<file path="config.mk">
export PLATFORM = sky130hd
export DESIGN_NAME = subtrator_serial_n
export DESIGN_NICKNAME = d
export VERILOG_FILES = /design/src/rtl/subtrator_serial_n.sv
export SDC_FILE = /design/constraint.sdc
export NUM_CORES = 1
export LEC_CHECK = 0
export CAP_MARGIN = 20
export CORE_ASPECT_RATIO = 1.1
export CORE_MARGIN = 4
export CORE_UTILIZATION = 40
export CTS_CLUSTER_SIZE = 28
export DETAILED_ROUTE_END_ITERATION = 7
export SYNTH_ARGS = -nofsm -noshare
export SYNTH_HDL_FRONTEND = slang
export SYNTH_SLANG_ARGS = --single-unit
</file>
<file path="constraint.sdc">
create_clock -name clk -period 4.2 [get_ports clk]
set_input_delay 0.84 -clock clk [delete_from_list [all_inputs] [get_ports clk]]
set_output_delay 0.84 -clock clk [all_outputs]
set_load 0.02 [all_outputs]
</file>
<file path="src/rtl/subtrator_serial_n.sv">
// subtrator_serial_n: multi-cycle diff = a - b - bin using BITS_PER_CYCLE chained full-subtractor cells, LSB first.
// Define SUBTRATOR_OVERFLOW_EN to build the signed overflow flag; otherwise ovf is tied low.
module subtrator_serial_n #(
  parameter int WIDTH          = 8,
  parameter int BITS_PER_CYCLE = 1
) (
  input  logic             clk,
  input  logic             rst_n,
  input  logic             start,
  input  logic [WIDTH-1:0] a,
  input  logic [WIDTH-1:0] b,
  input  logic             bin,
  output logic             ready,
  output logic             busy,
  output logic             done,
  output logic [WIDTH-1:0] diff,
  output logic             bout,
  output logic             ovf
);

  // state  | meaning
  // S_IDLE | waiting for start, ready=1
  // S_RUN  | consuming BITS_PER_CYCLE operand bits per edge, busy=1
  // S_DONE | one-cycle done pulse, ready=1 so a back-to-back start is accepted

  localparam int STEPS = WIDTH / BITS_PER_CYCLE;
  localparam int CW    = (STEPS > 1) ? $clog2(STEPS) : 1;
  localparam logic [CW-1:0] LAST = CW'(STEPS - 1);

  if ((WIDTH < 2) || (BITS_PER_CYCLE < 1) || ((WIDTH % BITS_PER_CYCLE) != 0)) begin : g_param_check
    $error("subtrator_serial_n: BITS_PER_CYCLE must divide WIDTH and WIDTH must be >= 2");
  end

  typedef enum logic [1:0] {S_IDLE, S_RUN, S_DONE} state_t;

  state_t                    state_q, state_d;
  logic [WIDTH-1:0]          a_q, b_q, r_q, diff_q;
  logic                      br_q, bout_q;
  logic [CW-1:0]             cnt_q;
  logic [BITS_PER_CYCLE-1:0] chunk_d;
  logic                      chain_br;
  logic [WIDTH-1:0]          r_next;
  logic                      accept;
  logic                      last_step;

  always_comb begin
    chain_br = br_q;
    chunk_d  = '0;
    for (int i = 0; i < BITS_PER_CYCLE; i++) begin
      chunk_d[i] = a_q[i] ^ b_q[i] ^ chain_br;
      chain_br   = (~a_q[i] & b_q[i]) | (~a_q[i] & chain_br) | (b_q[i] & chain_br);
    end
    // result chunks enter from the MSB side so the first chunk ends up at bit 0
    r_next = r_q >> BITS_PER_CYCLE;
    r_next[WIDTH-1 -: BITS_PER_CYCLE] = chunk_d;
  end

  always_comb begin
    state_d = state_q;
    ready   = 1'b0;
    busy    = 1'b0;
    done    = 1'b0;
    case (state_q)
      S_IDLE: begin
        ready = 1'b1;
        if (start) state_d = S_RUN;
      end
      S_RUN: begin
        busy = 1'b1;
        if (cnt_q == LAST) state_d = S_DONE;
      end
      S_DONE: begin
        ready   = 1'b1;
        done    = 1'b1;
        state_d = start ? S_RUN : S_IDLE;
      end
      default: state_d = S_IDLE;
    endcase
  end

  assign accept    = ready & start;
  assign last_step = (state_q == S_RUN) && (cnt_q == LAST);

  always_ff @(posedge clk or negedge rst_n) begin
    if (!rst_n) state_q <= S_IDLE;
    else        state_q <= state_d;
  end

  always_ff @(posedge clk or negedge rst_n) begin
    if (!rst_n) begin
      a_q    <= '0;
      b_q    <= '0;
      r_q    <= '0;
      br_q   <= 1'b0;
      cnt_q  <= '0;
      diff_q <= '0;
      bout_q <= 1'b0;
    end else if (accept) begin
      a_q   <= a;
      b_q   <= b;
      r_q   <= '0;
      br_q  <= bin;
      cnt_q <= '0;
    end else if (state_q == S_RUN) begin
      a_q   <= a_q >> BITS_PER_CYCLE;
      b_q   <= b_q >> BITS_PER_CYCLE;
      r_q   <= r_next;
      br_q  <= chain_br;
      cnt_q <= cnt_q + 1'b1;
      if (last_step) begin
        diff_q <= r_next;
        bout_q <= chain_br;
      end
    end
  end

`ifdef SUBTRATOR_OVERFLOW_EN
  logic a_msb_q, b_msb_q, ovf_q;

  always_ff @(posedge clk or negedge rst_n) begin
    if (!rst_n) begin
      a_msb_q <= 1'b0;
      b_msb_q <= 1'b0;
      ovf_q   <= 1'b0;
    end else if (accept) begin
      a_msb_q <= a[WIDTH-1];
      b_msb_q <= b[WIDTH-1];
    end else if (last_step) begin
      ovf_q <= (a_msb_q != b_msb_q) && (r_next[WIDTH-1] != a_msb_q);
    end
  end

  assign ovf = ovf_q;
`else
  assign ovf = 1'b0;
`endif

  assign diff = diff_q;
  assign bout = bout_q;

endmodule

</file>
==> impl.org, run 1 <==
** Floorplan
- 33 I/O pins were placed.
- Core Area :: 4020 um^2
- From bottom edge to top edge, the die measures 76.1 um.
- Number of rows created at floorplan :: 24
- Horiz. Die Dim :: 69.9 um
- The die covers 5320 um^2.
- Starting density of the core :: 0.419

** Cells and area
- Layout-stage area growth over the synthesis result :: 23.6%
- Flip-flop and latch area :: 951 um^2
- The multi-input combinational cells in the finished layout cover a total of 607 um^2.
- Layout Nets :: 196
- After filler insertion, the fill cell instance count of the layout stands at 388.
- The repair_antennas step left the layout with diodes totalling 0.
- Share of cells above drive strength 1 :: 0.115

** Routing
- In this run, the number of DRC markers left after iteration 0 of detailed routing was 51.
- The count of nets left with antenna violations once routing finished came out at 0.
- For this run, design rule violations remaining after detail routing come to 0.
- Dividing the detail-routed wire length by the instance count gives 14.4 um.
- Routed via count :: 1,139
- Summed over all layers, the routed wires come to 3250 um.
- DR pass1 iterations :: 4
- Dividing the detail-routed via count by the number of cells gives 5.04.

** Timing
- In the post-route analysis, the smallest setup slack over all paths is 1.05 ns.
- Post-route clock period utilization :: 0.751
- On the final layout, the worst clock skew is 0.00562 ns.
- The total count of hold-check failures in the final report is 0.
- Max-slew violation count :: 0
- Setup violations remaining at the end of the flow were counted as 0.
- Worst slew pin tran :: 0.832 ns
- For this run, the top clock speed supported by timing is 317 MHz.
- For the final routed database, the setup TNS stands at 0 ns.
- Time the final worst path needs with I/O delays and setup :: 3.15 ns
- Setup repair after global routing left no endpoint under its margin.
- Measured against its own limit, the worst slew margin works out to 0.446.

** Clock tree
- The clock tree synthesis step divided the H-tree into 2 levels.
- Number of sinks driven by the clock tree :: 38
- In this run, CTS created clock tree buffers numbering 5.
- Post-CTS timing repair inserted 0 buffers for setup.
- Root cell of the clock tree :: sky130_fd_sc_hd__clkbuf_8
- CTS clk-pin slew, worst paths :: 0.07 ns
- TritonCTS clock tree :: yes
- The later pin in the worst-skew pair is clocked with a latency of 0.29 ns.
- Count of cells resized by post-cts repair :: 0
- No sink is reached through more buffers than the 2 on the longest clock path.
- Count of hold buffers inserted by post-cts repair :: 0

** Min path
- In this run the most critical hold path is launched from diff[7]$_DFFE_PN0P_.
- The path with the worst hold slack has its endpoint at diff[7]$_DFFE_PN0P_.
- Tightest Hold Check Type :: reg -> reg
- Worst hold path stage count :: 2

** Setup path
- Data arrival time of the critical path :: 2.31 ns
- The worst setup path is launched from a register.
- FF-to-FF path depth :: 3
- The worst register-to-register path begins at state_q[1]$_DFFE_PN0P_.
- Type of destination of the critical path :: primary output
- Worst Path Max Fanout :: 14
- The worst register-to-register path ends at cnt_q[0]$_DFFE_PN0P_.
- R2R setup slack :: 2.35 ns
- Critical path type :: reg -> out
- Data on the critical path is required at its endpoint by 3.36 ns.

** Yosys
- Netlist cell types :: 24
- Synthesis produced a netlist whose cell count is 144.
- Cells taking the most area after synthesis :: sky130_fd_sc_hd__dfrtp_1 (56%), sky130_fd_sc_hd__mux2_4 (6.2%), sky130_fd_sc_hd__a21oi_1 (4.8%)
- Number of nets in the synthesized netlist :: 167
- Main combinational cell family by area after synthesis :: compound AO/OA/AOI/OAI gates
- The share of synthesized area in the top cell type comes to 0.564.
- Measured against the total synthesized area, the mux share comes to 0.117.
- Of the total synthesized cell area, the portion taken by XOR and XNOR cells is 0.
- Dividing the synthesized area by the synthesized cell count gives 11.7 um^2.
- Of the total synthesized cell area, the portion taken by AND, OR, NAND and NOR gates is 0.0505.
- The synthesized design contains 38 register bits.
- The share of the synthesized area in compound gates (AO/OA/AOI/OAI) is 0.163.
- Main flop type after synthesis :: sky130_fd_sc_hd__dfrtp_1
- Sequential share of the synthesized area :: 0.564
- Counting flops with a built-in enable in the synthesized netlist gives 0.
- Mapped Area :: 1690 um^2
- Ranked by instance count, the synthesized netlist is headed by sky130_fd_sc_hd__dfrtp_1 (38), sky130_fd_sc_hd__a21oi_1 (16), sky130_fd_sc_hd__inv_1 (16).
- The most common cell in the synthesized netlist is sky130_fd_sc_hd__dfrtp_1.
- The synthesized design spends more area on one cell type than any other, namely sky130_fd_sc_hd__dfrtp_1.
- Synthesis warning total :: 0
- After synthesis, the share of flip-flops with an asynchronous set or reset is 1.00.
- Area share of fa/ha/maj cells after synthesis :: 0.0267

** Placement
- Last weighted congestion value of the routability-driven placer :: 0.758
- Port bufs :: 31
- DP Wirelength :: 2280 um
- Worst setup timing slack at the placement stage :: 1.35 ns

** Global route
- Total global routing track utilization :: 0.137
- Remaining global-route overflow :: 0
- The first global-routing pass estimated 5930 um of wire.
- Via count of the first global-routing pass :: 1,255
- Entering global routing, the biggest net connects 39 pins.
- The initial antenna violation count was 0.

** Pwr
- Leak pwr :: 0.966 nW
- Largest vdd supply drop :: 0.000283 V
- Pwr per Cell Area :: 716 nW/um^2

** Job
- Maximum capacitance violations :: 0

** Status
- The flow ran to the end, and the final reports show no timing, DRC or antenna violations.
## critical path, cell delays in order (launching register included)
cell and delay (ns):
sky130_fd_sc_hd__dfrtp_1 0.67, sky130_fd_sc_hd__nand2b_1 0.54, sky130_fd_sc_hd__inv_1 0.22, sky130_fd_sc_hd__clkdlybuf4s50_1 0.59
## flip-flops by register name (all words and copies together) (netlist names)
signal,cells
a_q,8
b_q,8
diff,8
r_q,7
cnt_q,3
state_q,2
bout,1
br_q,1
## layout by cell type, fill, tap and decap left out
cell type,synthesis,final
sky130_fd_sc_hd__inv_1,16,16
sky130_fd_sc_hd__fa_1,1,1
sky130_fd_sc_hd__buf_2,3,1
sky130_fd_sc_hd__nand2_1,7,7
sky130_fd_sc_hd__ha_1,2,2
sky130_fd_sc_hd__a21oi_1,16,16
sky130_fd_sc_hd__mux2_2,2,2
sky130_fd_sc_hd__mux2i_1,7,7
sky130_fd_sc_hd__clkinv_2,0,1
sky130_fd_sc_hd__o22ai_1,12,12
sky130_fd_sc_hd__dfrtp_1,38,38
sky130_fd_sc_hd__clkinvlp_4,0,1
sky130_fd_sc_hd__o211a_1,1,1
sky130_fd_sc_hd__mux2_4,7,7
sky130_fd_sc_hd__clkdlybuf4s50_1,0,30
sky130_fd_sc_hd__nor2b_1,4,4
sky130_fd_sc_hd__a21o_1,1,1
sky130_fd_sc_hd__nand3b_2,1,1
sky130_fd_sc_hd__o21ai_0,7,7
sky130_fd_sc_hd__a22o_1,6,6
sky130_fd_sc_hd__nor2_1,1,1
sky130_fd_sc_hd__clkbuf_8,0,6
sky130_fd_sc_hd__a211oi_1,2,2
sky130_fd_sc_hd__conb_1,1,1
sky130_fd_sc_hd__nor2_2,1,1
sky130_fd_sc_hd__nand2b_1,2,2
## layout make-up
| class | instances | area share |
|---|---|---|
| Sequential cell | 38 | 0.456 |
| Inverter | 16 | 0.0288 |
| Clock inverter | 2 | 0.00601 |
| Timing Repair Buffer | 31 | 0.147 |
| Tap cell | 52 | 0.0312 |
| Multi-Input combinational cell | 81 | 0.291 |
| Clock buffer | 6 | 0.0396 |
## layer usage
metal | GRT usage | vias to the layer above | part of all wire
met5 | 0 | - | 0
met4 | 0.0460 | 0 | 0.014
met3 | 0.0462 | 6 | 0.046
met2 | 0.214 | 26 | 0.49
met1 | 0.179 | 556 | 0.45
li1 | - | 551 | -
## how the worst max path moves through the flow
| stage | start | end | cells past startpoint |
|---|---|---|---|
| final | state_q[1]$_DFFE_PN0P_ | busy | 3 |
| after global placement | state_q[1]$_DFFE_PN0P_ | busy | 3 |
| after floorplan | state_q[1]$_DFFE_PN0P_ | done | 2 |
| after CTS | state_q[1]$_DFFE_PN0P_ | busy | 3 |
| after detailed placement | state_q[1]$_DFFE_PN0P_ | busy | 3 |
| after global routing | state_q[1]$_DFFE_PN0P_ | busy | 3 |
## where the power goes
group,switching (W),internal [W]
combinational,0.000287,0.000298
clock,0.000126,0.000132
sequential,0.000120,0.000528
total,0.000533,0.000958
## through the flow
step / total power [W] / instances / util / hold WS [ns] / area (um^2)
6_report: 0.00149 / 226 / 0.518 / 0.485 / 2080
5_1_grt: 0.00162 / 226 / 0.518 / 0.519 / 2080
4_1_cts: 0.00152 / 226 / 0.518 / 0.494 / 2080
3_5_place_dp: 0.00125 / 218 / 0.494 / 0.477 / 1990
3_3_place_gp: 0.00123 / 218 / 0.494 / 0.462 / 1990
2_1_floorplan: 0.00106 / 144 / - / 0.466 / 1690
## kinds of logic after synthesis
logic type / Yosys count
compound gates: 45
flops: 38
simple gates: 16
fa+ha+maj: 3
other cells: 1
mux: 16
buf+inv: 25
(Power assumes the default switching activity.)
==> run 2: changes to the inputs <==
PLACE_DENSITY = 0.67   (was unset)
clock period = 2.7 ns   (was 4.2 ns; I/O delays follow)
==> run 2 against run 1 <==
Compared with the run above:
- register-to-register slack lost 1.3 ns
- critical path type unchanged
- clock skew is 0.0017 ns lower
- global-route usage down 0.53 points
- cell area hardly changed
==> impl.org, run 2 (synthesis results as in run 1) <==
** Status
- The flow ran to the end, and the final reports show no timing, DRC or antenna violations.

** Cells and area
- Top library cells by usage in the layout, fill and taps aside :: sky130_fd_sc_hd__dfrtp_1 (38), sky130_fd_sc_hd__clkdlybuf4s50_1 (30), sky130_fd_sc_hd__inv_1 (16), sky130_fd_sc_hd__a21oi_1 (16), sky130_fd_sc_hd__o22ai_1 (12)
- Counting the fill cells in the layout gives 392.
- For this run, the share of the core covered by cells in the final layout is 0.517.
- Flip-flop and latch area :: 951 um^2
- Antenna Diode Count :: 0
- Of the cells placed in the final design, the portion with a size suffix greater than 1 is 0.120.
- Layout-stage area growth over the synthesis result :: 23.5%
- Area of all placed cells without fillers :: 2080 um^2
- Area used by multi-input combinational logic :: 607 um^2
- Layout Nets :: 198
- Most common library cell in the layout ignoring fill and taps :: sky130_fd_sc_hd__dfrtp_1

** Clock tree
- Clock latency of the later-clocked register in the worst-skew pair :: 0.29 ns
- The root buffer cell chosen for the clock tree is sky130_fd_sc_hd__clkbuf_8.
- The number of gates resized after CTS was 0.
- Number of sinks driven by the clock tree :: 38
- In this run, CTS created clock tree buffers numbering 5.
- # H-tree levels :: 2
- In this run, post-CTS hold repair placed 0 buffers.
- After clock tree synthesis, the clock-pin slew on the worst setup and hold paths is 0.07 ns.
- Maximum buffer depth of the clock tree :: 2
- Post-CTS timing repair inserted 0 buffers for setup.
- TritonCTS clock tree :: yes

** Setup path
- Type of destination of the critical path :: primary output
- R2R setup slack :: 1.07 ns
- The endpoint identified for the worst register-to-register timing path is diff[0]$_DFFE_PN0P_.
- The critical path goes through nand2b_1, inv_1, clkdlybuf4s50_1.
- For this run, the slowest stage of the critical path takes 0.63 ns.
- The worst register-to-register path has a depth of 4.
- Of all nets on the critical path, the largest fanout is 13.
- Critical path type :: reg -> out
- Data arrival time of the critical path :: 1.81 ns
- The worst register-to-register path begins at cnt_q[0]$_DFFE_PN0P_.
- In this design, the largest share of critical-path delay is due to buffers and inverters.
- Critical-path top delay cell :: sky130_fd_sc_hd__clkdlybuf4s50_1
- Data required time of the worst path :: 2.16 ns
- Number of buffer and inverter stages on the critical path :: 2
- Launching element type of the critical path :: register

** Floorplan
- Pin placement for this block handled 33 I/O pins.
- The die covers 5320 um^2.
- In this run the standard cell core region covers 4020 um^2.
- Starting density of the core :: 0.419
- The floorplan step set the die height to 76.1 um.
- In this run the horizontal extent of the chip is 69.9 um.
- Number of rows created at floorplan :: 24

** Routing
- Routed via count :: 1,143
- DR WL/cell :: 13.8 um
- For this run, design rule violations remaining after detail routing come to 0.
- Ratio of routed vias to standard cells :: 5.04
- Total wire length :: 3130 um
- Before antenna repair, the detailed router went through 4 iterations.
- The detail route stage leaves a number of antenna-violating nets equal to 0.
- The detailed router finished its first iteration with 50 violations.

** Global route
- The via count of the first global-routing pass is 1,216.
- In the global route stage, met1 resource usage came out at 0.162.
- Global-route wire length before repair :: 5620 um
- The total overflow left after global routing is 0.
- The initial antenna violation count was 0.
- Total global routing track utilization :: 0.132
- The global routing stage identified its most utilized layer as met2.
- For met2 alone, demand over resource in global routing was 0.211.
- Entering global routing, the biggest net connects 39 pins.
- In the global route stage, met3 resource usage came out at 0.0396.

** Timing
- Post-route clock period utilization :: 0.871
- Worst slew pin tran :: 0.905 ns
- Setup skew after layout :: 0.00392 ns
- Setup total negative slack on the finished layout was measured at 0 ns.
- Derived from the worst setup path, the maximum achievable clock frequency is 425 MHz.
- Worst slew margin relative to its limit :: 0.396
- Setup-violating endpoint count in the final report :: 0
- The count of final max-slew check failures is 0.
- Setup repair after global routing left no endpoint under its margin.
- Hold Worst Slack :: 0.375 ns
- Time the final worst path needs with I/O delays and setup :: 2.35 ns
- Hold violation count in the final report :: 0

** Pwr
- Pwr per Cell Area :: 1100 nW/um^2
- Leak pwr :: 0.973 nW
- VDD sags by at most 0.000383 V.

** Min path
- In this run the worst hold path is classified as in -> async.

** Job
- Max-cap violations in this run came to 0.

** Placement
- At the end of routability-driven placement, the weighted congestion stood at 0.790.
- Post-place instance area :: 2000 um^2
- Detailed placement finished with a half-perimeter wire length of 2320 um.
- Port bufs :: 31
[run 2: through the flow]
step           total power, W  setup slack [ns]  instances
2_1_floorplan         0.00165              1.22        144
3_3_place_gp          0.00191             0.537        220
3_5_place_dp          0.00197             0.444        220
4_1_cts               0.00233             0.317        227
5_1_grt               0.00248             0.198        227
6_report              0.00230             0.348        227
[run 2: area by class of cell]
type	count	area share
timing repair buffer	33	0.154
tap	52	0.0312
clock buffer	5	0.0331
inverter	16	0.0288
multi-input combinational	81	0.291
clock inverter	2	0.00481
sequential	38	0.457
[run 2: report_power, final]
group	switching (W)	total, W	internal (W)
sequential	0.000178	0.00100	0.000823
clock	0.000185	0.000358	0.000173
combinational	0.000458	0.000937	0.000479
total	0.000821	0.00230	0.00147
[run 2: worst max-delay path by stage]
| stage | end | startpoint | cells after the start |
|---|---|---|---|
| final | busy | state_q[0]$_DFFE_PN0P_ | 3 |
| after global routing | busy | state_q[0]$_DFFE_PN0P_ | 3 |
| after CTS | busy | state_q[0]$_DFFE_PN0P_ | 3 |
| after detailed placement | cnt_q[0]$_DFFE_PN0P_ | start | 4 |
| after global placement | cnt_q[0]$_DFFE_PN0P_ | start | 4 |
| after floorplan | done | state_q[1]$_DFFE_PN0P_ | 2 |
[run 2: worst register-to-register path, cell delays in order, from the launching register on]
cell                       delay, ns
sky130_fd_sc_hd__dfrtp_1        0.40
sky130_fd_sc_hd__ha_1           0.21
sky130_fd_sc_hd__ha_1           0.21
sky130_fd_sc_hd__nand3b_2       0.31
sky130_fd_sc_hd__mux2_2         0.39
[run 2: per-layer routing]
layer	routed length, um	up-vias	share of wire
li1	-	556	-
met1	1340	551	0.43
met2	1550	29	0.50
met3	170	7	0.054
met4	68	0	0.022
met5	0	-	0
